--- config.mk ---
export PLATFORM = sky130hd
export DESIGN_NAME = pc_gen
export DESIGN_NICKNAME = d
export VERILOG_FILES = /design/src/rtl/core_pkg.sv /design/src/rtl/pc_gen.sv
export SDC_FILE = /design/constraint.sdc
export NUM_CORES = 1
export LEC_CHECK = 0
export CORE_UTILIZATION = 49
export CTS_CLUSTER_DIAMETER = 60
export DETAILED_ROUTE_END_ITERATION = 8
export PLACE_DENSITY = 0.86
export SLEW_MARGIN = 20
export SYNTH_ARGS = -nofsm -noshare
export SYNTH_HDL_FRONTEND = slang
export SYNTH_SLANG_ARGS = --single-unit
--- constraint.sdc ---
create_clock -name clk -period 5.1 [get_ports clk]
set_input_delay 0.765 -clock clk [delete_from_list [all_inputs] [get_ports clk]]
set_output_delay 0.765 -clock clk [all_outputs]
set_load 0.05 [all_outputs]
--- src/rtl/core_pkg.sv ---
// Shared fetch-stage definitions: PC generator states, instruction size and
// the alignment mask helper used for redirect/trap targets.
package core_pkg;

  typedef enum logic [1:0] {
    BOOT = 2'd0,
    RUN  = 2'd1,
    HALT = 2'd2
  } pc_state_t;

  localparam int INSTR_BYTES = 4;

  // Low-order PC bits that must be zero for a legal target.
  function automatic logic [1:0] align_mask(input int ialign);
    if (ialign == 16) begin
      return 2'b01;
    end else begin
      return 2'b11;
    end
  endfunction

endpackage

--- src/rtl/pc_gen.sv ---
// Fetch program-counter generator: boot delay, valid/ready fetch offer,
// branch redirect, trap vectoring, misaligned-target reporting and halt/resume.
module pc_gen
  import core_pkg::*;
#(
  parameter int unsigned         XLEN         = 32,
  parameter logic [XLEN-1:0]     RESET_VECTOR = '0,
  parameter int unsigned         IALIGN       = 32,
  parameter int unsigned         BOOT_CYCLES  = 2
) (
  input  logic            clk,
  input  logic            reset_n,
  input  logic            stall_i,
  input  logic            redirect_valid_i,
  input  logic [XLEN-1:0] redirect_target_i,
  input  logic            trap_valid_i,
  input  logic [XLEN-1:0] trap_target_i,
  input  logic            halt_i,
  input  logic            resume_i,
  input  logic            fetch_ready_i,
  output logic            fetch_valid_o,
  output logic [XLEN-1:0] pc_o,
  output logic            misalign_o,
  output logic [XLEN-1:0] misalign_addr_o,
  output logic            halted_o
);

  localparam int              BW        = (BOOT_CYCLES > 1) ? $clog2(BOOT_CYCLES) : 1;
  localparam logic [BW-1:0]   BOOT_LAST = BW'(BOOT_CYCLES - 1);
  localparam logic [1:0]      AMASK     = align_mask(IALIGN);

  pc_state_t       state_q, state_d;
  logic [XLEN-1:0] pc_q, pc_d;
  logic [BW-1:0]   boot_cnt_q, boot_cnt_d;
  logic            misalign_q, misalign_d;
  logic [XLEN-1:0] misalign_addr_q, misalign_addr_d;
  logic            redirect_ok_s;

  assign fetch_valid_o   = (state_q == RUN) && !stall_i;
  assign pc_o            = pc_q;
  assign misalign_o      = misalign_q;
  assign misalign_addr_o = misalign_addr_q;
  assign halted_o        = (state_q == HALT);
  assign redirect_ok_s   = redirect_valid_i && ((redirect_target_i[1:0] & AMASK) == 2'b00);

  // Next-state and next-PC selection in priority order: trap, redirect, sequential advance.
  always_comb begin
    state_d         = state_q;
    pc_d            = pc_q;
    boot_cnt_d      = boot_cnt_q;
    misalign_d      = 1'b0;
    misalign_addr_d = misalign_addr_q;
    case (state_q)
      BOOT: begin
        if (boot_cnt_q == BOOT_LAST) begin
          state_d    = RUN;
          boot_cnt_d = '0;
        end else begin
          boot_cnt_d = boot_cnt_q + BW'(1);
        end
      end
      RUN, HALT: begin
        if (trap_valid_i) begin
          pc_d = trap_target_i & ~XLEN'(AMASK);
        end else if (redirect_ok_s) begin
          pc_d = redirect_target_i;
        end else if (redirect_valid_i) begin
          misalign_d      = 1'b1;
          misalign_addr_d = redirect_target_i;
        end else if (fetch_valid_o && fetch_ready_i) begin
          pc_d = pc_q + XLEN'(INSTR_BYTES);
        end else begin
          pc_d = pc_q;
        end
        // A trap always lands in RUN; halt only takes effect on an otherwise quiet control cycle.
        if (trap_valid_i) begin
          state_d = RUN;
        end else if ((state_q == RUN) && halt_i && !redirect_valid_i) begin
          state_d = HALT;
        end else if ((state_q == HALT) && resume_i) begin
          state_d = RUN;
        end else begin
          state_d = state_q;
        end
      end
      default: begin
        state_d = BOOT;
      end
    endcase
  end

  // All architectural state updates on the clock edge, cleared asynchronously.
  always_ff @(posedge clk or negedge reset_n) begin
    if (!reset_n) begin
      state_q         <= BOOT;
      pc_q            <= RESET_VECTOR;
      boot_cnt_q      <= '0;
      misalign_q      <= 1'b0;
      misalign_addr_q <= '0;
    end else begin
      state_q         <= state_d;
      pc_q            <= pc_d;
      boot_cnt_q      <= boot_cnt_d;
      misalign_q      <= misalign_d;
      misalign_addr_q <= misalign_addr_d;
    end
  end

endmodule
### After elaboration in Yosys (flattened, before gate mapping)

Cells that the tools add are included.

* add/sub/neg operators: 2
* multiply operators: 0
* div/mod/pow operators: 0
* $lt $le $gt $ge: 0
* equality and inequality tests: 5
* shift operators: 0
* mux-type cells: 14
* bitwise gates (word level): 2
* reduce and logical (&&, ||, !) cells: 15

Operators with widths (count)
* $mux W32: 4
* $add A32 B3 Y32 const B: 1
* $mux W2: 4
* $logic_and A1 B1 Y1: 6
* $mux W1: 5
* $logic_not A2 Y1: 2
* $ne A4 B4 Y1 const B: 1
* $pmux W2 S2: 1
* $reduce_and A4 Y1: 1
* $ne A3 B1 Y1 const B: 1
* $reduce_and A3 Y1: 1
* $reduce_bool A3 Y1: 1
* $eq A2 B1 Y1 const B: 1
* $eq A2 B2 Y1 const B: 1
* $logic_not A1 Y1: 2
* $ne A2 B2 Y1 const B: 1
* $not A1 Y1: 2
* $reduce_and A2 Y1: 1
* $reduce_or A2 Y1: 1
* $add A1 B1 Y1 const B: 1

* flip-flop bits (word level): 68
* latch bits: 0
* bits in writable memories: 0
* memory bits (read-only): 0
* output and inout port bits: 67
* memories kept: 0

### Longest topological paths before layout

Gate-level depths: netlist (run 1).

* depth after elaboration: 7
* depth in mapped cells: 9
* gate-level depth less buffers: 7

### Worst setup path after synthesis (run 1)

OpenSTA, ideal clock, no wires.

* kind: reg2reg
* start point: reg pc_q[2], in the netlist pc_o[2]
* end point: reg pc_q[26], in the netlist pc_o[26]
* library setup time: 0.122 ns
* data arrival time: 2.205 ns
* data required time: 4.978 ns
* path slack: 2.773 ns
* stages on the path, launching flop included: 8
* buffers on the path: 1
* cells stage by stage: dfrtp_1 > ha_1 > and4_1 > buf_2 > nand3_2 > or3_1 > a31o_2 > a32o_1

* longest elaborated chain between the ends: 5

RTL lines
* start: declaration: line pc_gen.sv:33 `logic [XLEN-1:0] pc_q, pc_d;`
* start signal: assignment: line pc_gen.sv:102 `pc_q <= pc_d;`
* $add A32 B3 Y32: line pc_gen.sv:71 `pc_d = pc_q + XLEN'(INSTR_BYTES);`
* $mux W32: line pc_gen.sv:70 `end else if (fetch_valid_o && fetch_ready_i) begin`
* $mux W32: line pc_gen.sv:67 `end else if (redirect_valid_i) begin`
* $mux W32: line pc_gen.sv:65 `end else if (redirect_ok_s) begin`
* $mux W32: line pc_gen.sv:63 `if (trap_valid_i) begin`

Every way passes these cells. The select of a mux whose other input is x is not followed.
A chain may end at the register's enable or synchronous reset.

### Worst setup path in the final report (run 1)

* start point: in redirect_valid_i
* end point: reg pc_q[17], in the netlist pc_o[17]

* longest elaborated chain between the ends: 3

RTL lines
* start: declaration: line pc_gen.sv:14 `input logic redirect_valid_i,`
* $logic_and A1 B1 Y1: line pc_gen.sv:44 `assign redirect_ok_s = redirect_valid_i && ((redirect_target_i[1:0] & AMASK) == 2'b00);`
* $ne A3 B1 Y1 (no line) (tied with other cells)
* $reduce_and A3 Y1 (no line) / $mux W32 (equally long branches)

Several ways; a longest one is shown, not always the timed one.

==> results.txt, run 1 <==
The share of final-layout standard cells stronger than drive strength 1 came out at 6.146%. The routed wirelength normalized by instance count came out at 17.28 microns. The worst setup path is captured at a flop. The worst setup slack after placement is 1477 ps. The level count of the clock H-tree came out at 3.

The clock network latency to the later pin of the worst-skew pair came out at 350 ps. The tool flagged a number of max-cap violations equal to 0. The endpoint required time on the critical path is 5330 ps. The minimum clock period is 3346 ps. The number of global-route vias before repair came out at 3,984. The wire length of the first global-routing pass came out at 19.49 mm. The classification of the worst setup path is in2reg. The overall routed net length came out at 12.17 mm. The worst setup path is launched from an input port.

For this run, the slowest stage of the critical path takes 770 ps. The highest fanout seen on the critical path came out at 29. The number of clock sinks is 68. The TritonCTS clock tree is yes.

The clock tree skew after final layout is 10.86 ps. The die outline area came out at 8393 sq um. The main flop type after synthesis is dfrtp_1. The transition time of the tightest slew-check pin came out at 1003 ps. The remaining number of nets flagged by the antenna check after routing is 0.

The sequential area share after synthesis came out at 43.24%. The routed via count is 4,195. Summing every instance area after synthesis gives 3935 sq um.

The antenna cell count came out at 0. The tightest min-delay check is of the reg2reg type. The multiplexer area fraction after synthesis is 1.622%. The filler cell count came out at 597. The combined global-route utilization of all metal layers came out at 29.66%.

The hold violation total from the final report is 0. The count of unique library cells instantiated by Yosys came out at 63. The number of vias per cell after detailed routing came out at 5.959. The internal power of the cells totals 1.762 mW. Counting every instance in the synthesized netlist gives 476. Per report_power, the sequential group accounts for 29.3% of the total. The first-pass detailed-route iteration total is 7.

Global routing finished with a remaining overflow of 0. Summing the areas of all xor and xnor instances in the mapped netlist gives 1.781% of the synthesized area. The largest area contributor in the netlist is dfrtp_1. Summed over all nets, the switching power comes to 1.843 mW. The height of the die came out at 91.62 microns. The placed cell area is 5334 sq um.

The number of top-level pins came out at 139. The signal on the critical path passes through clkdlybuf4s50_1 > or3b_2 > nand2_2 > o21a_1 > o31ai_1 > a221o_1. After clock tree synthesis, the repair step resized 0 gates. The share of total power in the clock network came out at 13.1%.

The number of buffers on the longest clock path is 2. The number of antenna violations at the first check in global routing is 0. The arrival time at the worst endpoint is 3580 ps.

The worst hold slack is 476.4 ps. After clock tree synthesis, the flow added hold-fix buffers numbering 0. The post-synthesis register bit count is 68. The TritonCTS buffer count is 9. The final worst slack is 1754 ps. The total negative setup slack is 0 ps. In this run switching power makes up 51.13% of total power. The largest net degree at the start of global routing came out at 69. The main combinational cell family by area after synthesis is simple AND/OR/NAND/NOR gates.

The complex-gate fraction of the synthesized area is 19.33%. By area the synthesized netlist is led by dfrtp_1 (43%), nand2_1 (13%), o21ai_0 (3.8%), a21oi_1 (3.7%), nor2_1 (2.7%). The worst path buffer plus inverter count is 1.

The number of placement rows came out at 32. The die span in x came out at 91.62 microns. The total number of nets in the final design came out at 674. The area growth from synthesis to layout is 40.95%.

Setup violations remaining at the end of the flow were counted as 0. The number of synthesized flops with an enable pin came out at 0. The total core area is 7727 sq um. The cell sitting at the root of the clock tree is a clkbuf_8. Dividing total power by cell area gives a power density of 649.9 nW/um^2.

Yosys printed 0 warnings. The flow ran to the end, and the final reports show no timing, DRC or antenna violations. The post-layout instance area came out at 5547 sq um. The proportion of register bits with asynchronous set or reset after synthesis came out at 100.0%. The first routing iteration left 389 violations. The clock slew at the register clock pins of the worst setup and hold paths is 70 ps. The synthesized-area fraction occupied by adder cells is 1.590%. Summing the areas of all and, or, nand and nor instances in the mapped netlist gives 28.49% of the synthesized area. The per-instance average area after synthesis came out at 8.267 sq um. The count of pins over their slew limit came out at 0. The HPWL reported at the end of detailed placement is 8.284 mm. The worst-case headroom to the max-slew limit came out at 33.12%. Input and output buffers added on the ports amount to 136. The synthesized net count came out at 553. In the routed design, unresolved DRC markers number 0. The top cell type's share of synthesized area came out at 43.24%.

Buffers added to address setup during post-CTS repair amount to 0. VDD sags by at most 0.3454 mV. The cell family contributing the most delay on the critical path is compound AO/OA/AOI/OAI gates. For this run, the top clock speed supported by timing is 0.2989 GHz. The analysis attributes to cell leakage a power of 2.330 nW. The initial standard-cell utilization of the core is 50.92%. At the end of routability-driven placement, the weighted congestion stood at 0.8554. Setup repair after global routing left no endpoint under its margin. The library cell contributing the largest single delay on the critical path is or3b_2. Dividing the final minimum period by the clock period gives 65.60%.

The combinational fraction of design power is 57.6%.
[metal layers]
metal,vias up,wire length [microns],global-route usage (%)
met4,0,311,12.96
li1,1935,-,-
met3,36,901,4.312
met2,207,5893,49.25
met5,-,0,0
met1,2017,5061,38.61
[power groups by stage]
stage	Clock, mW	Sequential, mW	Combinational, mW
final	0.474	1.06	2.08
after global routing	0.501	1.10	2.19
after CTS	0.479	1.05	2.08
after detailed placement	0	1.05	2.07
after global placement	0	1.04	2.03
after floorplan	0	1.82	0.566
[state kept, by name, summed over array words and instances (netlist names)]
name             cells
misalign_addr_o     32
pc_o                32
state_q              2
boot_cnt_q           1
misalign_o           1
[worst reg2reg max path, cell delays in order (launching register included)]
cell      delay (ps)
dfrtp_1          390
inv_1             90
ha_1             680
nor2b_1          300
o211ai_1         150
inv_1            750
nand2_1          170
nand2_1           90
[cell usage in the layout (no fill, tap or decap), types with 4 or more instances in the layout]
master | netlist | routed
dfrtp_1 | 68 | 68
nor2_1 | 28 | 28
nand3_1 | 11 | 11
and3_1 | 7 | 7
o2bb2ai_1 | 5 | 5
nand2b_1 | 4 | 4
xor2_1 | 4 | 4
nor4_1 | 4 | 4
inv_1 | 5 | 5
nand4_1 | 9 | 9
or3_1 | 4 | 4
o211ai_1 | 4 | 4
nor3_1 | 10 | 10
xnor2_1 | 4 | 4
clkdlybuf4s50_1 | 0 | 134
nor2b_1 | 4 | 4
a211oi_1 | 4 | 4
buf_4 | 2 | 5
o21ai_0 | 30 | 30
clkbuf_8 | 0 | 12
o31ai_1 | 4 | 4
ha_1 | 5 | 5
a21oi_1 | 29 | 29
a221o_1 | 6 | 6
and4_1 | 4 | 4
nand2_1 | 138 | 138
[cell type report]
cell class                      instances  area, sq um  share of cell area (%)
Clock buffer                           13        168.9                   3.045
Tap cell                              102        127.6                   2.301
Inverter                                6        22.52                  0.4060
Multi-Input combinational cell        371         2093                   37.74
Clock inverter                          3        43.79                  0.7895
Timing Repair Buffer                  141         1389                   25.04
Sequential cell                        68         1702                   30.68
[stage by stage]
stage / power, mW / std cells / utilization [%]
floorplan: 2.390 / 476 / -
global placement: 3.067 / 688 / 69.03
detailed placement: 3.124 / 688 / 69.03
CTS: 3.604 / 704 / 71.78
global route: 3.782 / 704 / 71.78
finish: 3.605 / 704 / 71.78
[synth_stat cells, types with 4 or more instances]
master,instances
nor2_1,28
buf_2,6
nor4_1,4
nand3_1,11
and3_1,7
inv_1,5
xnor2_1,4
or3_1,4
nor3_1,10
nand4_1,9
xor2_1,4
o211ai_1,4
nand2b_1,4
o21ai_0,30
a21oi_1,29
a221o_1,6
dfrtp_1,68
nand2_1,138
o31ai_1,4
o2bb2ai_1,5
and4_1,4
clkbuf_1,19
nor2b_1,4
ha_1,5
a211oi_1,4
[worst paths after layout]
path	start	end	slack, ps	cells after the start
hold / removal	misalign_addr_o[7]	misalign_addr_o[7]	480	2
min in group asynchronous	reset_n	misalign_addr_o[10]	620	2
hold reg to reg	misalign_addr_o[7]	misalign_addr_o[7]	480	2
setup reg to reg	state_q[1]	misalign_addr_o[12]	2430	7
max in group asynchronous	reset_n	misalign_addr_o[27]	3900	2
setup / recovery	redirect_valid_i	pc_o[17]	1750	6
[logic make-up after synthesis]
logic type               after synthesis
buffers and inverters                 37
multiplexers                           6
adder cells (fa/ha/maj)                5
flip-flops                            68
XOR/XNOR                               8
AND/OR/NAND/NOR                      238
AO/OA/AOI/OAI                        114
Note: power is estimated with default switching activity, not from simulation.
==> run 2: changes to the inputs <==
--- a/config.mk
+++ b/config.mk
@@ -5,10 +5,10 @@
 export SDC_FILE = /design/constraint.sdc
 export NUM_CORES = 1
 export LEC_CHECK = 0
-export CORE_UTILIZATION = 49
+export CORE_UTILIZATION = 41
 export CTS_CLUSTER_DIAMETER = 60
 export DETAILED_ROUTE_END_ITERATION = 8
-export PLACE_DENSITY = 0.86
+export PLACE_DENSITY = 0.77
 export SLEW_MARGIN = 20
 export SYNTH_ARGS = -nofsm -noshare
 export SYNTH_HDL_FRONTEND = slang
==> constraint.sdc (replaced) <==
create_clock -name clk -period 3 [get_ports clk]
set_input_delay 0.45 -clock clk [delete_from_list [all_inputs] [get_ports clk]]
set_output_delay 0.45 -clock clk [all_outputs]
set_load 0.05 [all_outputs]
==> run 2 against run 1 <==
Effect of this change: sequential power grew 70%; critical path depth is 2 lower; routed wire length is 3.5% higher; clock power up 61%; flip-flop and latch count stayed put; worst hold slack worse by 260 ps; global-route usage fell by 4.0 points.
==> results.txt, run 2 (synthesis gave the netlist of run 1 again) <==
The flow ran to the end, and the final reports show no timing, DRC or antenna violations. The largest net degree at the start of global routing is 69 (unchanged). The wire length of the first global-routing pass is 20.24 mm (+3.8%). The source of the critical timing path is state_q[1]. The number of global-route vias before repair came out at 4,024 (+1.0%). The number of post-CTS setup repair buffers came out at 0 (unchanged). The count of pins over their slew limit was 0 (unchanged). The highest fanout seen on the critical path came out at 5 (-83%). The number of buffers on the longest clock path came out at 2 (unchanged). The highest ir drop seen on vdd was 0.5462 mV (+58%).

The number of antenna violations at the first check in global routing came out at 0 (unchanged). The clock tree skew after final layout came out at 11.17 ps (+0.3122 ps). The overall routed net length is 12.60 mm (+3.5%). The routability congestion estimate came out at 0.8488 (-0.77%). The share of final-layout standard cells stronger than drive strength 1 is 7.692% (+1.5 points). STA classifies the critical path endpoint as an output pin. The library cell contributing the largest single delay on the critical path is clkdlybuf4s50_1.

In this run the critical register-to-register path is launched from state_q[1]. The worst path buffer plus inverter count is 2 (+1). The number of vias per cell after detailed routing was 5.520 (-7.4%). The first-pass detailed-route iteration total is 5 (-2). The worst setup slack after placement is 234.9 ps (-1242 ps). The remaining number of nets flagged by the antenna check after routing came to 0 (unchanged).

The number of placed cells counting well taps is 724 (+5.2%). The worst hold slack came to 219.0 ps (-257.3 ps). The longest individual stage delay on the worst path is 810 ps (+40 ps). The setup slack of the worst register-to-register path came out at 540 ps (-1890 ps). The number of top-level pins was 139 (unchanged). The level count of the clock H-tree came to 3 (unchanged).

The count of maximum capacitance violations was 0 (unchanged). The worst register-to-register path ends at pc_o[8]. The antenna cell count came out at 0 (unchanged). The library cells used most frequently in the layout, excluding fill and tap cells, are nand2_1 (138), clkdlybuf4s50_1 (134), dfrtp_1 (68), o21ai_0 (30), a21oi_1 (29). The number of placement rows came to 35 (+9.4%). Setup repair after global routing left no endpoint under its margin. The clock network latency to the later pin of the worst-skew pair is 340 ps (about the same).

The die span in x is 99.97 microns (+9.1%). The transition time of the tightest slew-check pin came out at 976.2 ps (-27.02 ps). The height of the die came out at 99.97 microns (+9.1%). Among cell families on the critical path, the largest total delay comes from buffers and inverters. The arrival time at the worst endpoint is 2040 ps (-1540 ps). The worst reg-to-reg path cell count came out at 8 (+1). The number of non-filler instances in the completed layout is 740 (+5.1%). The clock slew at the register clock pins of the worst setup and hold paths came out at 80 ps (about the same).

The total negative setup slack came out at 0 ps (unchanged). The total of cells resized after clock tree synthesis came out at 0 (unchanged). The final worst slack came out at 505.4 ps (-1249 ps).

The fraction of the core area covered by cells at the end of the flow was 60.63% (-11 points). The routed wirelength normalized by instance count is 17.02 microns (-1.5%). The endpoint required time on the critical path is 2550 ps (-2780 ps). The initial standard-cell utilization of the core was 42.39% (-8.5 points). The portion of the clock cycle consumed by the worst path in the final layout came out at 83.15%. The fmax is 0.4009 GHz.

The number of remaining DRC errors was 0 (unchanged). The leftover overflow at the end of global routing is 0 (unchanged). The reported leakage power is 2.355 nW (+1.1%). The routed via count is 4,085 (-2.6%). The number of port buffers was 136 (unchanged). The tree is rooted in a clkbuf_8.

The smallest clock period supported by the final layout is computed as 2495 ps. The power density normalized to cell area came out at 1091 nW/um^2 (+68%). The hold violation total from the final report came out at 0 (unchanged). The critical path in this run is classified as reg2out.

The die outline area is 9993 sq um (+19%). The total number of nets in the final design is 683 (+1.3%). The number of violations reported at the end of detailed-routing iteration 0 is 183 (-53%). The TritonCTS buffer count came out at 9 (unchanged). Leaving out fill and tap cells, the most frequent cell in the layout is nand2_1. The total core area is 9284 sq um (+20%). The total of endpoints with negative setup slack in the final report came to 0 (unchanged). TritonCTS built the clock tree. The critical path goes through inv_1 > ha_1 > nor2b_1 > clkdlybuf4s50_1. The min-delay analysis places its worst path in the category in2async.

The worst-case headroom to the max-slew limit is 34.92% (+1.8 points). The combined global-route utilization of all metal layers was 25.69% (-4.0 points). The number of clock sinks is 68 (unchanged).

STA classifies the critical path startpoint as a flop. The layout overhead on the synthesized area came out at 43.05%. The hold buffer count at CTS is 0 (unchanged). The filler cell count is 818 (+37%). The HPWL reported at the end of detailed placement came out at 8.786 mm (+6.1%).
==> run 2: where the power goes <==
group,internal (mW),switching [mW]
Clock,0.380,0.383
Combinational,1.25,2.34
Sequential,1.33,0.464
==> run 2: worst reg2reg max path: stages, from the launching register on <==
cell	delay, ps
dfrtp_1	380
inv_1	80
ha_1	230
nor4bb_1	140
buf_4	180
o31ai_4	790
buf_4	300
a21oi_1	60
o22a_1	210
==> run 2: area by class of cell <==
type | count | area, sq um | area share [%]
clock buffer | 9 | 123.9 | 2.200
tap | 129 | 161.4 | 2.867
sequential | 68 | 1702 | 30.23
inverter | 6 | 22.52 | 0.4001
multi-input combinational | 371 | 2093 | 37.19
clock inverter | 7 | 67.56 | 1.200
timing repair buffer | 150 | 1459 | 25.92
==> run 2: per-layer routing <==
metal	vias to the layer above	share of wire, %	global-route usage [%]
met2	150	48	41.70
met3	21	6.9	5.710
met4	0	1.6	7.919
met5	-	0	0
met1	1966	44	34.29
li1	1948	-	-
==> run 2: worst max-delay path by stage <==
| stage | cells past startpoint | slack [ps] | to |
|---|---|---|---|
| global placement | 7 | 290 | pc_o[8] |
| CTS | 4 | 490 | fetch_valid_o |
| global route | 8 | 400 | pc_o[10] |
| floorplan | 7 | 670 | pc_o[26] |
| finish | 4 | 510 | fetch_valid_o |
| detailed placement | 7 | 230 | pc_o[10] |
==> run 2: metrics by stage <==
stage	power, mW	cell area, sq um
global route	6.445	5629
finish	6.140	5629
CTS	6.150	5629
detailed placement	5.376	5438
floorplan	4.063	3935
global placement	5.295	5438
==> run 3: changes to the inputs <==
--- a/config.mk
+++ b/config.mk
@@ -5,10 +5,10 @@
 export SDC_FILE = /design/constraint.sdc
 export NUM_CORES = 1
 export LEC_CHECK = 0
-export CORE_UTILIZATION = 41
+export CORE_UTILIZATION = 46
 export CTS_CLUSTER_DIAMETER = 60
 export DETAILED_ROUTE_END_ITERATION = 8
-export PLACE_DENSITY = 0.77
+export PLACE_DENSITY = 0.82
 export SLEW_MARGIN = 20
 export SYNTH_ARGS = -nofsm -noshare
 export SYNTH_HDL_FRONTEND = slang
==> constraint.sdc (replaced) <==
create_clock -name clk -period 2.3 [get_ports clk]
set_input_delay 0.345 -clock clk [delete_from_list [all_inputs] [get_ports clk]]
set_output_delay 0.345 -clock clk [all_outputs]
set_load 0.05 [all_outputs]
==> run 3 against run 2 <==
Effect of this change: clock skew is 4.5 ps lower; critical endpoint is now pc_o[16]; non-clock buffer count is 14 higher; total power is 32% higher; largest cell class unchanged.
==> results.txt, run 3 (synthesis gave the netlist of run 1 again) <==
The share of total power in the clock network came out at 11.6% (-0.8 points). The arrival time at the worst endpoint came out at 2460 ps (+420 ps). The worst-case headroom to the max-slew limit is 34.23% (-0.69 points). The number of port buffers is 136 (unchanged). The overall routed net length was 12.56 mm (-0.31%). The routability congestion estimate is 0.8511 (+0.27%). The highest fanout seen on the critical path is 10 (+5). The combined global-route utilization of all metal layers came out at 28.97% (+3.3 points). The count of maximum capacitance violations was 0 (unchanged). Setup repair after global routing left no endpoint under its margin. The number of violations reported at the end of detailed-routing iteration 0 is 335 (+83%). The total of endpoints with negative setup slack in the final report came out at 0 (unchanged). The switching power came out at 4.199 mW (+32%). The number of placed cells counting well taps came out at 713 (-1.5%). The number of global-route vias before repair is 4,154 (+3.2%). The die outline area is 8928 sq um (-11%).

The number of top-level pins came out at 139 (unchanged). TritonCTS built the clock tree. The number of clock sinks is 68 (unchanged). The endpoint required time on the critical path came out at 2580 ps (+30 ps).

The number of non-filler instances in the completed layout is 731 (-1.2%). The clock slew at the register clock pins of the worst setup and hold paths was 80 ps (about the same). The reported leakage power was 2.449 nW (+4.0%).

The number of vias per cell after detailed routing came out at 5.782 (+4.8%). The sequential share of power was 28.4% (-0.9 points). The path type of the worst min-delay path is reg2reg.

The number of post-CTS setup repair buffers came out at 0 (unchanged). The height of the die came out at 94.49 microns (-5.5%). The hold violation total from the final report is 0 (unchanged). The routed length on met1 is 5.258 mm (-4.1%). The worst reg-to-reg path cell count came out at 7 (-1). The worst setup path is launched from a flop. The number of antenna violations at the first check in global routing is 0 (unchanged).

The routed via count is 4,227 (+3.5%). The number of buffers on the longest clock path came out at 2 (unchanged). The routed wirelength normalized by instance count came out at 17.18 microns (+0.92%). The minimum clock period came out at 2179 ps.

The classification of the worst setup path is reg2reg. The share of final-layout standard cells stronger than drive strength 1 is 10.38% (+2.7 points). The portion of the clock cycle consumed by the worst path in the final layout came out at 94.75%. The switching share of power came to 51.85% (about the same). The TritonCTS buffer count is 9 (unchanged). The worst hold path stage count is 1. The level count of the clock H-tree is 3 (unchanged). The worst hold slack came out at 475.4 ps (+256.4 ps). The clock network latency to the later pin of the worst-skew pair is 350 ps (about the same). The endpoint type of the worst setup path is a flop. The met2 routed wirelength is 6.139 mm (+1.6%). The layout overhead on the synthesized area came out at 46.14%. The filler cell count came to 656 (-20%). The count of pins over their slew limit was 0 (unchanged).

The run finished with clean final reports. The area used by sequential logic in the layout was 1704 sq um (+0.15%). The uppermost signal routing layer after detailed routing is met4.

The number of remaining DRC errors is 0 (unchanged). The largest net degree at the start of global routing came out at 39 (-43%). The HPWL reported at the end of detailed placement came out at 8.878 mm (+1.0%). The highest ir drop seen on vdd is 0.7030 mV (+29%).

The combinational fraction of design power came out at 60.0% (+1.7 points). The clock tree skew after final layout is 6.682 ps (-4.492 ps). The wire length of the first global-routing pass is 20.04 mm (-0.95%). The leading cell type in the layout, fill and taps excluded is nand2_1. The fmax is 0.4589 GHz. The transition time of the tightest slew-check pin came out at 980.7 ps (+4.507 ps). The overall power of the completed layout came out at 8.099 mW (+32%). The total area of multi-input combinational cells is 2107 sq um (+0.66%). The leftover overflow at the end of global routing came to 0 (unchanged). The remaining number of nets flagged by the antenna check after routing is 0 (unchanged). The total core area is 8258 sq um (-11%). The first-pass detailed-route iteration total came to 5 (unchanged). The antenna cell count is 0 (unchanged). The initial standard-cell utilization of the core came out at 47.65% (+5.3 points). In this run the clock root is driven by a clkbuf_8. The internal power summed over all cells is 3.900 mW (+32%).

The total number of nets in the final design came out at 698 (+2.2%). The power density normalized to cell area is 1408 nW/um^2 (+29%). The number of placement rows is 33 (-5.7%). The die span in x came out at 94.49 microns (-5.5%). The library cells used most frequently in the layout, excluding fill and tap cells, are nand2_1 (138), clkdlybuf4s50_1 (132), dfrtp_1 (66), o21ai_0 (30), a21oi_1 (29). The amount of wire on met3 after detailed routing is 1.002 mm (+16%).
==> run 3: cell count changes in the layout (fill, tap and decap cells not counted), sizes merged <==
cell           previous run  this run
dlygate4sd2               0         1
clkbuf                    9        10
dlygate4sd3               0         1
clkinvlp                  3         1
o31ai                     5         6
bufinv                    1         0
clkdlybuf4s50           134       132
buf                      16        30
inv                       6         8
==> run 3: stage by stage <==
stage	area, sq um	util [%]	TNS [ps]	setup WS (ps)
final	5751	69.64	0	120.7
after global routing	5751	69.64	0	15.58
after CTS	5749	69.62	0	98.35
after detailed placement	5543	67.12	-1444	-219.0
after global placement	5543	67.12	-817.5	-170.5
after floorplan	3938	-	0	86.45
==> run 3: power groups by stage <==
stage	logic (mW)	clock network (mW)	registers, mW
3_5_place_dp	4.81	0	2.30
6_report	4.86	0.938	2.30
3_3_place_gp	4.73	0	2.27
5_1_grt	5.12	0.991	2.38
4_1_cts	4.86	0.944	2.29
2_1_floorplan	1.26	0	4.05
==> run 3: cell type report <==
cell class                      instances  share of cell area, %
Multi-Input combinational cell        372                  36.64
Sequential cell                        68                  29.63
Timing Repair Buffer                  164                  27.83
Clock buffer                           10                  2.393
Tap cell                              105                  2.285
Clock inverter                          6                 0.8268
Inverter                                6                 0.3916
==> run 3: repair_timing <==
| action | in CTS | in global routing |
|---|---|---|
| pin swaps | 1 | 0 |
| hold endpoints to repair | 36 | 0 |
| setup endpoints to repair | 4 | 2 |
| hold buffers | 1 | 0 |
| gates resized for setup | 1 | 1 |
| cloned | 1 | 0 |
==> run 3: path summary, 6_finish.rpt <==
path | from | end | slack (ps)
setup / recovery | state_q[1] | pc_o[16] | 120
hold / removal | boot_cnt_q | boot_cnt_q | 480
setup reg to reg | state_q[1] | pc_o[16] | 120
hold reg to reg | boot_cnt_q | boot_cnt_q | 480
max in group asynchronous | reset_n | boot_cnt_q | 1110
min in group asynchronous | reset_n | misalign_addr_o[25] | 490
==> run 3: critical path, stage by stage (launching register included) <==
cell      delay [ps]
dfrtp_1          370
inv_1             80
ha_1             190
nor4bb_1         130
buf_4            160
o31ai_2          840
o21ai_0          240
nand3_1          110
==> run 3: routing by layer <==
layer / track usage (%) / vias up
li1: - / 1987
met1: 37.63 / 2052
met2: 49.40 / 172
met3: 5.395 / 16
met4: 8.081 / 0
met5: 0 / -
